===== config.mk =====
export PLATFORM = sky130hd
export DESIGN_NAME = divider_nx4_seq
export DESIGN_NICKNAME = d
export VERILOG_FILES = /design/src/rtl/divider_nx4_seq.sv
export SDC_FILE = /design/constraint.sdc
export NUM_CORES = 1
export LEC_CHECK = 0
export CAP_MARGIN = 20
export CORE_ASPECT_RATIO = 1.75
export CORE_MARGIN = 2
export CORE_UTILIZATION = 52
export DETAILED_ROUTE_END_ITERATION = 7
export GPL_ROUTABILITY_DRIVEN = 0
export HOLD_SLACK_MARGIN = 0.03
export PLACE_DENSITY = 0.78
export SLEW_MARGIN = 10
export SYNTH_ARGS = -nofsm -noshare
export SYNTH_HDL_FRONTEND = slang
export SYNTH_SLANG_ARGS = --single-unit

===== constraint.sdc =====
create_clock -name clk -period 2.85 [get_ports clk]
set_input_delay 0.285 -clock clk [delete_from_list [all_inputs] [get_ports clk]]
set_output_delay 0.285 -clock clk [all_outputs]
set_load 0.01 [all_outputs]

===== src/rtl/divider_nx4_seq.sv =====
// -----------------------------------------------------------------------------
// divider_nx4_seq
// Sequential restoring divider: N-bit dividend A / 4-bit divisor B, producing
// an N-bit quotient Q and 4-bit remainder R at one quotient bit per clock.
// A zero divisor takes a one-cycle side path that reports dbz with Q = all ones.
//
// Ports
//   clk    in   1  rising-edge clock
//   rst    in   1  asynchronous active-high reset
//   start  in   1  request a division (honoured only when busy = 0)
//   A      in   N  dividend, captured on the accepting edge
//   B      in   4  divisor, captured on the accepting edge
//   Q      out  N  quotient, registered, held until the next result
//   R      out  4  remainder, registered, held until the next result
//   busy   out  1  operation in progress
//   done   out  1  one-cycle pulse: Q, R and dbz are valid
//   dbz    out  1  divide-by-zero flag, valid with done
// -----------------------------------------------------------------------------
module divider_nx4_seq #(
  parameter int unsigned N = 4
) (
  input  logic         clk,
  input  logic         rst,
  input  logic         start,
  input  logic [N-1:0] A,
  input  logic [3:0]   B,
  output logic [N-1:0] Q,
  output logic [3:0]   R,
  output logic         busy,
  output logic         done,
  output logic         dbz
);

  localparam int unsigned CW = $clog2(N + 1);

  typedef enum logic [1:0] {
    S_IDLE = 2'd0,
    S_RUN  = 2'd1,
    S_ZERO = 2'd2
  } state_t;

  state_t         r_state;
  state_t         w_state_nxt;

  // Dividend bits shift out of the MSB while quotient bits shift into the LSB.
  logic [N-1:0]   r_sr;
  logic [3:0]     r_div;
  logic [3:0]     r_rem;
  logic [CW-1:0]  r_cnt;

  logic [N-1:0]   r_q;
  logic [3:0]     r_r;
  logic           r_busy;
  logic           r_done;
  logic           r_dbz;

  logic           w_load;
  logic           w_zero_go;
  logic           w_step;
  logic           w_finish;
  logic           w_zero_done;

  logic [4:0]     w_shifted;
  logic [4:0]     w_trial;
  logic           w_qbit;
  logic [3:0]     w_rem_nxt;
  logic [N-1:0]   w_sr_nxt;

  // One restoring step. The remainder is always below the divisor, so only the
  // trial subtraction needs a 5th bit (its sign); the stored remainder is 4 bits.
  assign w_shifted = {r_rem, r_sr[N-1]};
  assign w_trial   = w_shifted - {1'b0, r_div};
  assign w_qbit    = ~w_trial[4];
  assign w_rem_nxt = w_qbit ? w_trial[3:0] : w_shifted[3:0];
  assign w_sr_nxt  = {r_sr[N-2:0], w_qbit};

  // State register.
  always_ff @(posedge clk or posedge rst) begin
    if (rst) begin
      r_state <= S_IDLE;
    end else begin
      r_state <= w_state_nxt;
    end
  end

  // Next-state logic and datapath strobes.
  always_comb begin
    w_state_nxt = r_state;
    w_load      = 1'b0;
    w_zero_go   = 1'b0;
    w_step      = 1'b0;
    w_finish    = 1'b0;
    w_zero_done = 1'b0;
    case (r_state)
      S_IDLE: begin
        if (start) begin
          if (B != 4'd0) begin
            w_load      = 1'b1;
            w_state_nxt = S_RUN;
          end else begin
            w_zero_go   = 1'b1;
            w_state_nxt = S_ZERO;
          end
        end
      end
      S_RUN: begin
        w_step = 1'b1;
        if (r_cnt == CW'(1)) begin
          w_finish    = 1'b1;
          w_state_nxt = S_IDLE;
        end
      end
      S_ZERO: begin
        w_zero_done = 1'b1;
        w_state_nxt = S_IDLE;
      end
      default: begin
        w_state_nxt = S_IDLE;
      end
    endcase
  end

  // Datapath and registered outputs.
  always_ff @(posedge clk or posedge rst) begin
    if (rst) begin
      r_sr   <= '0;
      r_div  <= '0;
      r_rem  <= '0;
      r_cnt  <= '0;
      r_q    <= '0;
      r_r    <= '0;
      r_busy <= 1'b0;
      r_done <= 1'b0;
      r_dbz  <= 1'b0;
    end else begin
      r_done <= 1'b0;

      if (w_load) begin
        r_sr   <= A;
        r_div  <= B;
        r_rem  <= '0;
        r_cnt  <= CW'(N);
        r_busy <= 1'b1;
      end

      // Zero divisor: nothing is captured, only busy is raised for one cycle.
      if (w_zero_go) begin
        r_busy <= 1'b1;
      end

      if (w_step) begin
        r_sr  <= w_sr_nxt;
        r_rem <= w_rem_nxt;
        r_cnt <= r_cnt - CW'(1);
      end

      // Last iteration: publish the step's results directly.
      if (w_finish) begin
        r_q    <= w_sr_nxt;
        r_r    <= w_rem_nxt;
        r_dbz  <= 1'b0;
        r_done <= 1'b1;
        r_busy <= 1'b0;
      end

      if (w_zero_done) begin
        r_q    <= '1;
        r_r    <= '0;
        r_dbz  <= 1'b1;
        r_done <= 1'b1;
        r_busy <= 1'b0;
      end
    end
  end

  assign Q    = r_q;
  assign R    = r_r;
  assign busy = r_busy;
  assign done = r_done;
  assign dbz  = r_dbz;

endmodule


# Yosys cells after proc, flatten, opt, wreduce, memory -nomap -nowiden
# Index checks and enable logic that the tools add are counted.
# totals
regBits,28
output_inout_bits,11
wordCells,57
# classes
n_addsub,2
eq_ne,5
mux,33
bitwise_logic,1
reduce_logical,6
# op_table
cell,n
$mux W4,9
$mux W1,18
$reduce_bool A4 Y1,2
$mux W2,3
$mux W3,2
$sub A5 B4 Y5,1
$ne A2 B2 Y1 const B,2
$pmux W2 S2,1
$reduce_bool A2 Y1,2
$eq A3 B1 Y1 const B,1
$sub A3 B1 Y3 const B,1
$eq A2 B1 Y1 const B,1
$eq A2 B2 Y1 const B,1
$logic_not A2 Y1,1
$reduce_and A2 Y1,1
$not A1 Y1,1

# Depth between registers and ports, before layout
# logic_depth
ltp_word,8
mapped_depth,8
mapped_depth_nobuf,8

# Worst setup path after synthesis
# OpenSTA, ideal clock, no wires.
# synth_path
kind,flip-flop to flip-flop
startpoint,reg r_sr[3]
endpoint,reg r_r[0] (netlist: R[0])
t_arrival_ps,1906
setup_slack_ps,823
path_stages_with_launch,9
path_buffers,0
synth_period_minus_slack_ps,2027
path_cell_list,dfrtp_1 inv_1 ha_1 fa_1 nand2b_1 a21oi_2 xor2_4 mux2i_1 a22o_1
# synth_between
elab_chain_cells,4
# synth_rtl
item,line,text
from (decl),46,logic [N-1:0] r_sr;
from (signal assigned),152,r_sr <= w_sr_nxt;
$sub A5 B4 Y5,72,"assign w_trial = w_shifted - {1'b0, r_div};"
$mux W4 (*),74,assign w_rem_nxt = w_qbit ? w_trial[3:0] : w_shifted[3:0];
$mux W4 (*),158,if (w_finish) begin
$mux W4 (*),166,if (w_zero_done) begin
to (signal assigned),160,r_r <= w_rem_nxt;
to (decl),52,logic [3:0] r_r;
# Mark *: on every way between the ends. The rest lies on a longest branch, timed or not. The select of a mux whose other input is x is not followed.
# A chain may end at the register's enable or synchronous reset.

# Worst setup path after layout
# Ends and elaborated chain as after synthesis.

==> impl_metrics.json <==
{
  "status": "finished, final reports clean",
  "rsz0062_at_grt": "false",
  "gr-usage-met3": 0.0151,
  "die_h_um": 71.4,
  "track_usage": 0.204,
  "crit_buf_inv": 1,
  "wl_per_cell_um": 14.9,
  "die_area_um2": 3030,
  "period_minus_slack_ns": 2.21,
  "tightestPinTransition_ns": 0.519,
  "path_cells": "inv_1 > ha_1 > fa_1 > nand2b_1 > a21oi_2 > xor2_4 > mux2i_1 > a22o_1",
  "route.detailed.drc": 0,
  "startpoint": "r_sr[3]",
  "period_share": 0.774,
  "skew_ns": 0.00337,
  "h-tree-depth": 1,
  "cp_max_fo": 6,
  "cts.clk_slew.worst_paths_ns": 0.09,
  "synth_cells": 127,
  "yosysSeqAreaShare": 0.519,
  "cp_slowest_stage_delay_ns": 0.40,
  "gr-total-overflow": 0,
  "die_width_um": 42.5,
  "final_core_util": 0.656,
  "start_kind": "flip-flop",
  "yosysWarnings": 0,
  "maxSlewHeadroom": 0.654,
  "wl_mm": 2.62,
  "core_area_um2": 2490,
  "r2r_start": "r_sr[3]",
  "viasPerCell": 5.46,
  "port_buffers": 21,
  "cts.sinks": 28,
  "synth_top_flop_cell": "dfrtp_1",
  "io_pins": 22,
  "cts_root_buffer": "clkbuf_8",
  "tns_ns": 0,
  "slew_violations": 0,
  "required_ns": 3.07,
  "nFillCells": 214,
  "max_freq_mhz": 453,
  "firstDrtPassIters": 4,
  "synthArstFlopShare": 1.00,
  "path_class": "flip-flop to flip-flop",
  "synth.net_count": 145,
  "antenna_found_initial": 0,
  "synth_cell_type_count": 34,
  "dp_hpwl_mm": 2.09,
  "use_met1": 0.223,
  "crit_cells": 8,
  "comb_power_share": 0.534,
  "cp.arrival_ns": 2.43,
  "p_sw_frac": 0.396,
  "reg2reg_to": "R[0]",
  "crit_family": "adder cells",
  "final_common_cell": "dfrtp_1",
  "syn_area_per_cell_um2": 10.6,
  "ys_ff_latch": 28,
  "ctsLongestPathBuffers": 2,
  "r2r_cells": 8,
  "cts_resized": 0,
  "vias": 961,
  "finalHoldViolCount": 0,
  "cts_tree": "built",
  "syn_to_final_growth_pct": 21.2,
  "grt_pass1_vias": 1045,
  "fp-row-count": 24,
  "power_leakage_nw": 0.770,
  "cts_buffers": 3,
  "clkPwrFrac": 0.119,
  "cts_setup_buffers": 0,
  "cap_viol_max_count": 0,
  "grt_first_pass_wirelength_mm": 4.64,
  "ir_drop_uv": 621,
  "power_density_nw_per_um2": 1250,
  "cp-end-kind": "flip-flop",
  "busiest_layer": "met2",
  "rrSetupSlack_ns": 0.64,
  "synth_edf_count": 0,
  "drive_above_1_share": 0.0867,
  "setup_viol": 0,
  "hp-class": "input pin to asynchronous set/reset pin",
  "internal_power_mw": 1.23,
  "p_switching_mw": 0.807,
  "syn-cell-area_um2": 1350,
  "cpMaxStageDelayCell": "fa_1",
  "diodes": 0,
  "cts_hold_buf": 0,
  "drtIter0Drc": 18,
  "drtAntennaViolNets": 0,
  "start_util": 0.541,
  "use_met2": 0.376,
  "final_nets": 169,
  "grt_max_degree": 29,
  "worst_skew_pair.late_latency_ns": 0.28,
  "seqPwrFrac": 0.347,
  "layout_common_cells": "28 x dfrtp_1, 23 x nand2_1, 21 x clkdlybuf4s50_1"
}
[cell type report]
cell class | instances | area [µm²] | area share
Multi-Input combinational cell | 84 | 581 | 0.355
Inverter | 11 | 41.3 | 0.0252
Timing Repair Buffer | 23 | 225 | 0.138
Clock buffer | 4 | 55.1 | 0.0337
Sequential cell | 28 | 701 | 0.428
Tap cell | 26 | 32.5 | 0.0199
[worst register-to-register path: stages (launching register included)]
cell and delay [ns]:
dfrtp_1 0.33, inv_1 0.06, ha_1 0.22, fa_1 0.40
nand2b_1 0.17, a21oi_2 0.23, xor2_4 0.29, mux2i_1 0.29
a22o_1 0.17
[sequential cells by signal, summed over array words and instances (netlist names)]
register / flops
r_sr: 4
r_div: 4
dbz: 1
R: 4
r_state: 2
busy: 1
done: 1
r_rem: 4
r_cnt: 3
Q: 4
[power groups by stage]
stage	clock network, mW	registers, mW	logic, mW
6_report	0.243	0.707	1.09
5_1_grt	0.263	0.729	1.22
4_1_cts	0.250	0.707	1.11
3_5_place_dp	0	0.715	1.10
3_3_place_gp	0	0.704	1.06
2_1_floorplan	0	0.714	0.776
[per-stage QoR]
stage | setup slack (ns) | power (mW) | instance area [µm²] | cells | hold WS (ns)
floorplan | 0.823 | 1.49 | 1350 | 127 | 0.350
global placement | 0.737 | 1.77 | 1580 | 172 | 0.462
detailed placement | 0.664 | 1.82 | 1580 | 172 | 0.472
CTS | 0.632 | 2.07 | 1640 | 176 | 0.376
global route | 0.523 | 2.22 | 1640 | 176 | 0.434
finish | 0.644 | 2.04 | 1640 | 176 | 0.364
[synth_stat cells (2+ instances only)]
master / number / area [µm²]
a21oi_1: 4 / 20.0
a22o_1: 3 / 26.3
and2_1: 2 / 12.5
clkbuf_1: 2 / 7.51
dfrtp_1: 28 / 701
ha_1: 6 / 75.1
inv_1: 11 / 41.3
mux2i_1: 4 / 40.0
nand2_1: 23 / 86.3
nand2b_1: 3 / 18.8
nand3_1: 3 / 15.0
nor2_1: 2 / 7.51
nor2b_1: 3 / 18.8
o211ai_1: 2 / 15.0
o21ai_0: 10 / 50.1
o22ai_1: 3 / 18.8
[worst max-delay path by stage]
stage / slack (ns) / to
after floorplan: 0.82 / R[0]
after global placement: 0.74 / R[0]
after detailed placement: 0.66 / R[0]
after CTS: 0.63 / R[0]
after global routing: 0.52 / R[0]
final: 0.64 / R[0]
[per-layer routing]
layer	routed length, µm	vias to the layer above
met5	0	-
met4	99	0
met3	45	8
met2	1480	13
met1	1000	469
li1	-	471
[cells by family (layout without fill, tap and decap cells)]
family	after synthesis	after routing	synth area share
fa+ha+maj	7	7	0.0705
xor+xnor	3	3	0.0334
compound gates	28	28	0.132
flops	28	28	0.519
mux	4	4	0.0297
simple gates	42	42	0.165
buf+inv	15	38	0.0501
(Power assumes the default switching activity.)
